[src/rtl/mips_pkg.sv]
// Shared MIPS pipeline types: word width, instruction/address types and the
// {PC, instruction} pair carried from fetch to decode.
package mips_pkg;

    localparam int XLEN = 32;

    typedef logic [XLEN-1:0] instr_t;
    typedef logic [XLEN-1:0] addr_t;

    typedef struct packed {
        addr_t  pc;
        instr_t instr;
    } if_id_entry_t;

    // sll $0,$0,0
    localparam instr_t NOP_INSTR = 32'h0000_0000;

endpackage

[src/rtl/if_id_entry_ram.sv]
// DEPTH x 64-bit register array holding fetched {PC, instruction} pairs:
// one synchronous write port, one combinational read port.
module if_id_entry_ram
    import mips_pkg::*;
#(
    parameter  int DEPTH = 2,
    localparam int AW    = $clog2(DEPTH)
) (
    input  logic             clk,
    input  logic             rst_n,
    input  logic             we_i,
    input  logic [AW-1:0]    waddr_i,
    input  if_id_entry_t     wdata_i,
    input  logic [AW-1:0]    raddr_i,
    output if_id_entry_t     rdata_o
);

    if_id_entry_t mem_q [DEPTH];

    // NOTE: the array is tiny, so it is reset explicitly; no stale entry can
    // leak into simulation or silicon after reset.
    always_ff @(posedge clk or negedge rst_n) begin
        if (!rst_n) begin
            for (int i = 0; i < DEPTH; i++) begin
                mem_q[i] <= '0;
            end
        end else if (we_i) begin
            mem_q[waddr_i] <= wdata_i;
        end
    end

    assign rdata_o = mem_q[raddr_i];

endmodule

[src/rtl/if_id_skid_receiver.sv]
// Fetch-to-decode queue replacing the bare IF/ID register: fetch stalls on
// back-pressure, branches flush, decode sees a NOP whenever the queue is empty.
module if_id_skid_receiver
    import mips_pkg::*;
#(
    parameter int     DEPTH     = 2,
    parameter instr_t NOP_INSTR = mips_pkg::NOP_INSTR
) (
    input  logic                         clk,
    input  logic                         rst,
    input  logic                         f_valid,
    output logic                         f_ready,
    input  logic [31:0]                  PC_F,
    input  logic [31:0]                  instruction_F,
    input  logic                         flush,
    input  logic                         d_ready,
    output logic                         d_valid,
    output logic [31:0]                  PC_D,
    output logic [31:0]                  PC_plus4_D,
    output logic [31:0]                  instruction_D,
    output logic [$clog2(DEPTH+1)-1:0]   occupancy
);

    localparam int AW = $clog2(DEPTH);
    localparam int CW = $clog2(DEPTH + 1);
    localparam logic [CW-1:0] FULL_COUNT = CW'(DEPTH);

    logic [CW-1:0] count_q,  count_d;
    logic [AW-1:0] wr_ptr_q, wr_ptr_d;
    logic [AW-1:0] rd_ptr_q, rd_ptr_d;
    logic          push, pop;
    if_id_entry_t  wr_entry, head;

    // f_ready looks only at stored state so fetch never sees a path from d_ready.
    assign f_ready = (count_q < FULL_COUNT);
    assign d_valid = (count_q != '0) && !flush;
    assign push    = f_valid && f_ready && !flush;
    assign pop     = d_valid && d_ready;

    assign wr_entry.pc    = PC_F;
    assign wr_entry.instr = instruction_F;

    if_id_entry_ram #(.DEPTH(DEPTH)) u_ram (
        .clk     (clk),
        .rst_n   (rst),
        .we_i    (push),
        .waddr_i (wr_ptr_q),
        .wdata_i (wr_entry),
        .raddr_i (rd_ptr_q),
        .rdata_o (head)
    );

    // NOTE: every next-state signal gets its hold value first, so no path
    // through this block can infer a latch.
    always_comb begin
        count_d  = count_q;
        wr_ptr_d = wr_ptr_q;
        rd_ptr_d = rd_ptr_q;
        if (flush) begin
            count_d  = '0;
            wr_ptr_d = '0;
            rd_ptr_d = '0;
        end else begin
            if (push) wr_ptr_d = wr_ptr_q + 1'b1;
            if (pop)  rd_ptr_d = rd_ptr_q + 1'b1;
            case ({push, pop})
                2'b10:   count_d = count_q + 1'b1;
                2'b01:   count_d = count_q - 1'b1;
                default: count_d = count_q;
            endcase
        end
    end

    // NOTE: state registers use non-blocking assignments only; blocking
    // stays inside the combinational next-state block above.
    always_ff @(posedge clk or negedge rst) begin
        if (!rst) begin
            count_q  <= '0;
            wr_ptr_q <= '0;
            rd_ptr_q <= '0;
        end else begin
            count_q  <= count_d;
            wr_ptr_q <= wr_ptr_d;
            rd_ptr_q <= rd_ptr_d;
        end
    end

    assign PC_D          = d_valid ? head.pc    : 32'h0;
    assign instruction_D = d_valid ? head.instr : NOP_INSTR;
    assign PC_plus4_D    = PC_D + 32'd4;
    assign occupancy     = count_q;

endmodule

[config.mk]
export PLATFORM = sky130hd
export DESIGN_NAME = if_id_skid_receiver
export DESIGN_NICKNAME = d
export VERILOG_FILES = /design/src/rtl/mips_pkg.sv /design/src/rtl/if_id_entry_ram.sv /design/src/rtl/if_id_skid_receiver.sv
export SDC_FILE = /design/constraint.sdc
export NUM_CORES = 1
export LEC_CHECK = 0
export ABC_AREA = 0
export ABC_CLOCK_PERIOD_IN_PS = 5500
export CORE_UTILIZATION = 50
export DETAILED_ROUTE_END_ITERATION = 8
export GPL_TIMING_DRIVEN = 0
export PLACE_DENSITY = 0.81
export RECOVER_POWER = 50
export SLEW_MARGIN = 15
export SYNTH_ARGS = -nofsm -noshare
export SYNTH_HDL_FRONTEND = slang
export SYNTH_SLANG_ARGS = --single-unit
[constraint.sdc]
create_clock -name clk -period 5.5 [get_ports clk]
set_input_delay 1.375 -clock clk [delete_from_list [all_inputs] [get_ports clk]]
set_output_delay 1.375 -clock clk [all_outputs]
set_load 0.1 [all_outputs]
==> impl_metrics.py <==
metrics = {
    "placement": {
        "io_buffers": 168,
        "place_ws_ns": -1.74,
        "placedCellCount": 900,
        "gp_congestion": 0.869,
        "dp_hpwl_um": 13000,
        "place_area_um2": 8980,
    },
    "global_route": {
        "grt_pass1_wl_um": 29100,
        "grt_max_degree": 68,
        "grt_pass1_vias": 5549,
        "track_usage_pct": 26.7,
        "grt-ovfl-total": 0,
        "antenna_found_initial": 0,
    },
    "clocking": {
        "insertion_delay_ns": 0.43,
        "clockBufferDepth": 2,
        "cts_max_level": 4,
        "cts.sinks": 132,
        "clkTransAtPathRegs_ns": 0.05,
        "cts_buffers": 17,
        "cts_root_buf": "clkbuf_16",
        "cts_tree": "yes",
    },
    "power_and_ir_drop": {
        "powerDensity_nw_per_um2": 395,
        "pwr-share-seq_pct": 36.9,
        "power_frac_clock_pct": 33.7,
        "swShare_pct": 33.6,
        "combPwrFrac_pct": 29.4,
        "ir_worst_vdd_v": 0.000276,
        "p_leak_nw": 4.07,
        "p_int_mw": 2.56,
        "switching_power_mw": 1.29,
    },
    "yosys": {
        "syn_nets": 625,
        "yosysTopAreaCell": "dfrtp_1",
        "synth_common_cells": "dfrtp_1 (132), mux2_2 (129), nor2_1 (66)",
        "synth_area_um2": 6920,
        "synth_ff_type": "dfrtp_1",
        "netlist_top_cells_area": "dfrtp_1 (48%), mux2_2 (21%), mux2i_1 (9.0%), nor2_1 (3.6%), xor2_1 (2.7%)",
        "avgSynthCellArea_um2": 12.5,
        "async_flop_share_pct": 100,
        "synth-edff-count": 0,
        "synth_cell_types": 45,
        "yosys_warnings": 0,
        "ys_ff_latch": 132,
        "synth-seq-area-share_pct": 47.7,
        "synth_top_area_share_pct": 47.7,
        "syn_inst": 555,
        "yosysMostFrequentCell": "dfrtp_1",
    },
    "die": {
        "initial_core_util_pct": 51.9,
        "ios": 169,
        "floorplan.rows": 42,
        "die_height_um": 120,
        "coreArea_um2": 13300,
        "die_w_um": 120,
        "die_area_um2": 14300,
    },
    "sta": {
        "maxSlewViolCount": 67,
        "setup_tns_ns": 0,
        "tightest_slew_ns": 3.66,
        "rsz0062_at_grt": "no",
        "post-route-period-util_pct": 97.9,
        "slew_headroom_pct": -144,
        "whs_ns": 0.505,
        "finalCriticalPeriod_ns": 5.38,
        "max_freq_ghz": 0.186,
        "setup_violations": 0,
        "setup_slack_ns": 0.116,
        "clock_skew_ns": 0.00426,
        "hold_viol_final": 0,
    },
    "worst_setup_path": {
        "crit_path_end_kind": "output port",
        "path_max_fanout": 7,
        "r2r_end": "u_ram.mem_q[31]",
        "r2r_setup_slack_ns": 3.00,
        "crit_path_top_delay_cell": "dlygate4sd2_1",
        "worstPathRequired_ns": 4.12,
        "cp_slowest_stage_delay_ns": 0.88,
        "path_class": "in -> out",
        "start_kind": "primary input",
        "path_delay_family": "buffers and inverters",
        "path_buf_inv": 3,
        "arrival_ns": 4.01,
        "crit_path_cell_trace": "buf_2, o21bai_4, buf_4, a211oi_2, nand3_1, nor4_2, xor2_1, dlygate4sd2_1",
        "crit_start": "flush",
        "reg2regPathDepth": 6,
        "r2r-start": "occupancy[1]",
    },
    "layout": {
        "num-nets-final": 822,
        "syn_to_final_growth_pct": 40.9,
        "final_area_um2": 9750,
        "drive_gt1_share_pct": 32.8,
        "diodes": 0,
        "fin_cells": 941,
    },
    "status": {
        "failed_checks": "max-capacitance violations, max-slew violations",
        "status": "complete, but fails checks",
    },
    "route": {
        "wl_per_cell_um": 19.3,
        "dr.pass1.iters": 5,
        "ant_nets": 0,
        "drc": 0,
        "totalWireLength_um": 18100,
        "viasPerCell": 5.54,
        "vias": 5214,
        "drt_iter0_drc": 209,
    },
    "min_path": {
        "whs_path_depth": 1,
        "min_path_type": "reg -> reg",
        "holdPathEnd": "u_ram.mem_q[88]",
        "min_from": "u_ram.mem_q[88]",
    },
    "run": {
        "max-cap-violations": 1,
    },
}
-- placed cells by master (no fill, tap or decap), types with 4 or more instances in the layout --
master and n:
a21oi_1 5, buf_2 15, buf_4 9, buf_6 12
bufinv_16 6, clkbuf_1 11, clkbuf_16 17, clkdlybuf4s50_1 128
clkinvlp_4 4, dfrtp_1 132, dlygate4sd2_1 20, inv_1 4
mux2_2 127, mux2i_1 62, nand2_1 12, nand3_1 15
nand3b_1 4, nand3b_4 4, nor2_1 60, nor2_2 4
nor3_1 5, nor4_2 4, nor4_4 4, o21ai_0 7
xnor2_1 7, xor2_1 17, xor2_2 4
-- cells by family after synthesis --
kind of cell	count (synthesis)	share of synthesized area [%]
adders and majority gates	1	0.181
DFF	132	47.7
muxes	191	30.0
buffers and inverters	42	3.43
xor gates and xnor gates	28	3.54
AOI/OAI and AO/OA	24	3.15
and+or+nand+nor	137	12.0
-- sequential cells by signal, summed over array words and instances, names as in the netlist --
signal	flops
u_ram.mem_q	128
wr_ptr_q	1
occupancy	2
rd_ptr_q	1
-- routing by layer --
metal / vias up / global-route usage (%) / wire length [µm]
li1: 2355 / - / -
met3: 26 / 7.70 / 1210
met5: - / 0 / 0
met4: 0 / 8.75 / 348
met1: 2643 / 32.5 / 7530
met2: 190 / 45.6 / 9030
-- worst reg2reg max path: cells and delay by family, from the launching register on --
kind	cells	cell delay, ns
buf+inv	3	1.21
flops	1	0.45
mux	1	0.41
simple gates	2	0.31
-- power groups by stage --
stage | logic [mW] | registers [mW] | clock network [mW]
6_report | 1.13 | 1.42 | 1.30
5_1_grt | 1.20 | 1.45 | 1.35
4_1_cts | 1.14 | 1.42 | 1.31
3_5_place_dp | 1.13 | 1.43 | 0
3_3_place_gp | 1.10 | 1.41 | 0
2_1_floorplan | 0.867 | 1.38 | 0
-- area by class of cell --
class	instances	area (µm²)
tap	176	220
fill	950	3590
multi-input combinational	382	3540
timing repair buffer	177	1730
buffer	35	239
clock buffer	19	453
clock inverter	13	229
sequential	132	3300
inverter	7	37.5
-- per-stage QoR --
step	power (mW)	util (%)
finish	3.86	73.1
global route	4.00	73.1
CTS	3.87	72.9
detailed placement	2.57	67.3
global placement	2.51	67.1
floorplan	2.25	-
-- worst max-delay path by stage --
stage / slack (ns) / depth (start not counted) / to
after floorplan: -1.30 / 11 / PC_plus4_D[20]
after global placement: -1.79 / 1 / u_ram.mem_q[25]
after detailed placement: -1.74 / 13 / PC_plus4_D[26]
after CTS: -0.02 / 14 / PC_plus4_D[26]
after global routing: 0.04 / 8 / PC_plus4_D[23]
final: 0.12 / 8 / PC_plus4_D[31]
-- repair_timing --
| item | CTS | global route |
|---|---|---|
| endpoints found under the hold margin | 0 | 0 |
| cloned | 1 | 0 |
| hold buffers | 0 | 0 |
| pin swaps | 3 | 4 |
| endpoints found under the setup margin | 84 | 17 |
| resized for setup | 109 | 9 |
| buffers inserted | 5 | 3 |
Note: power is estimated with default switching activity, not from simulation.
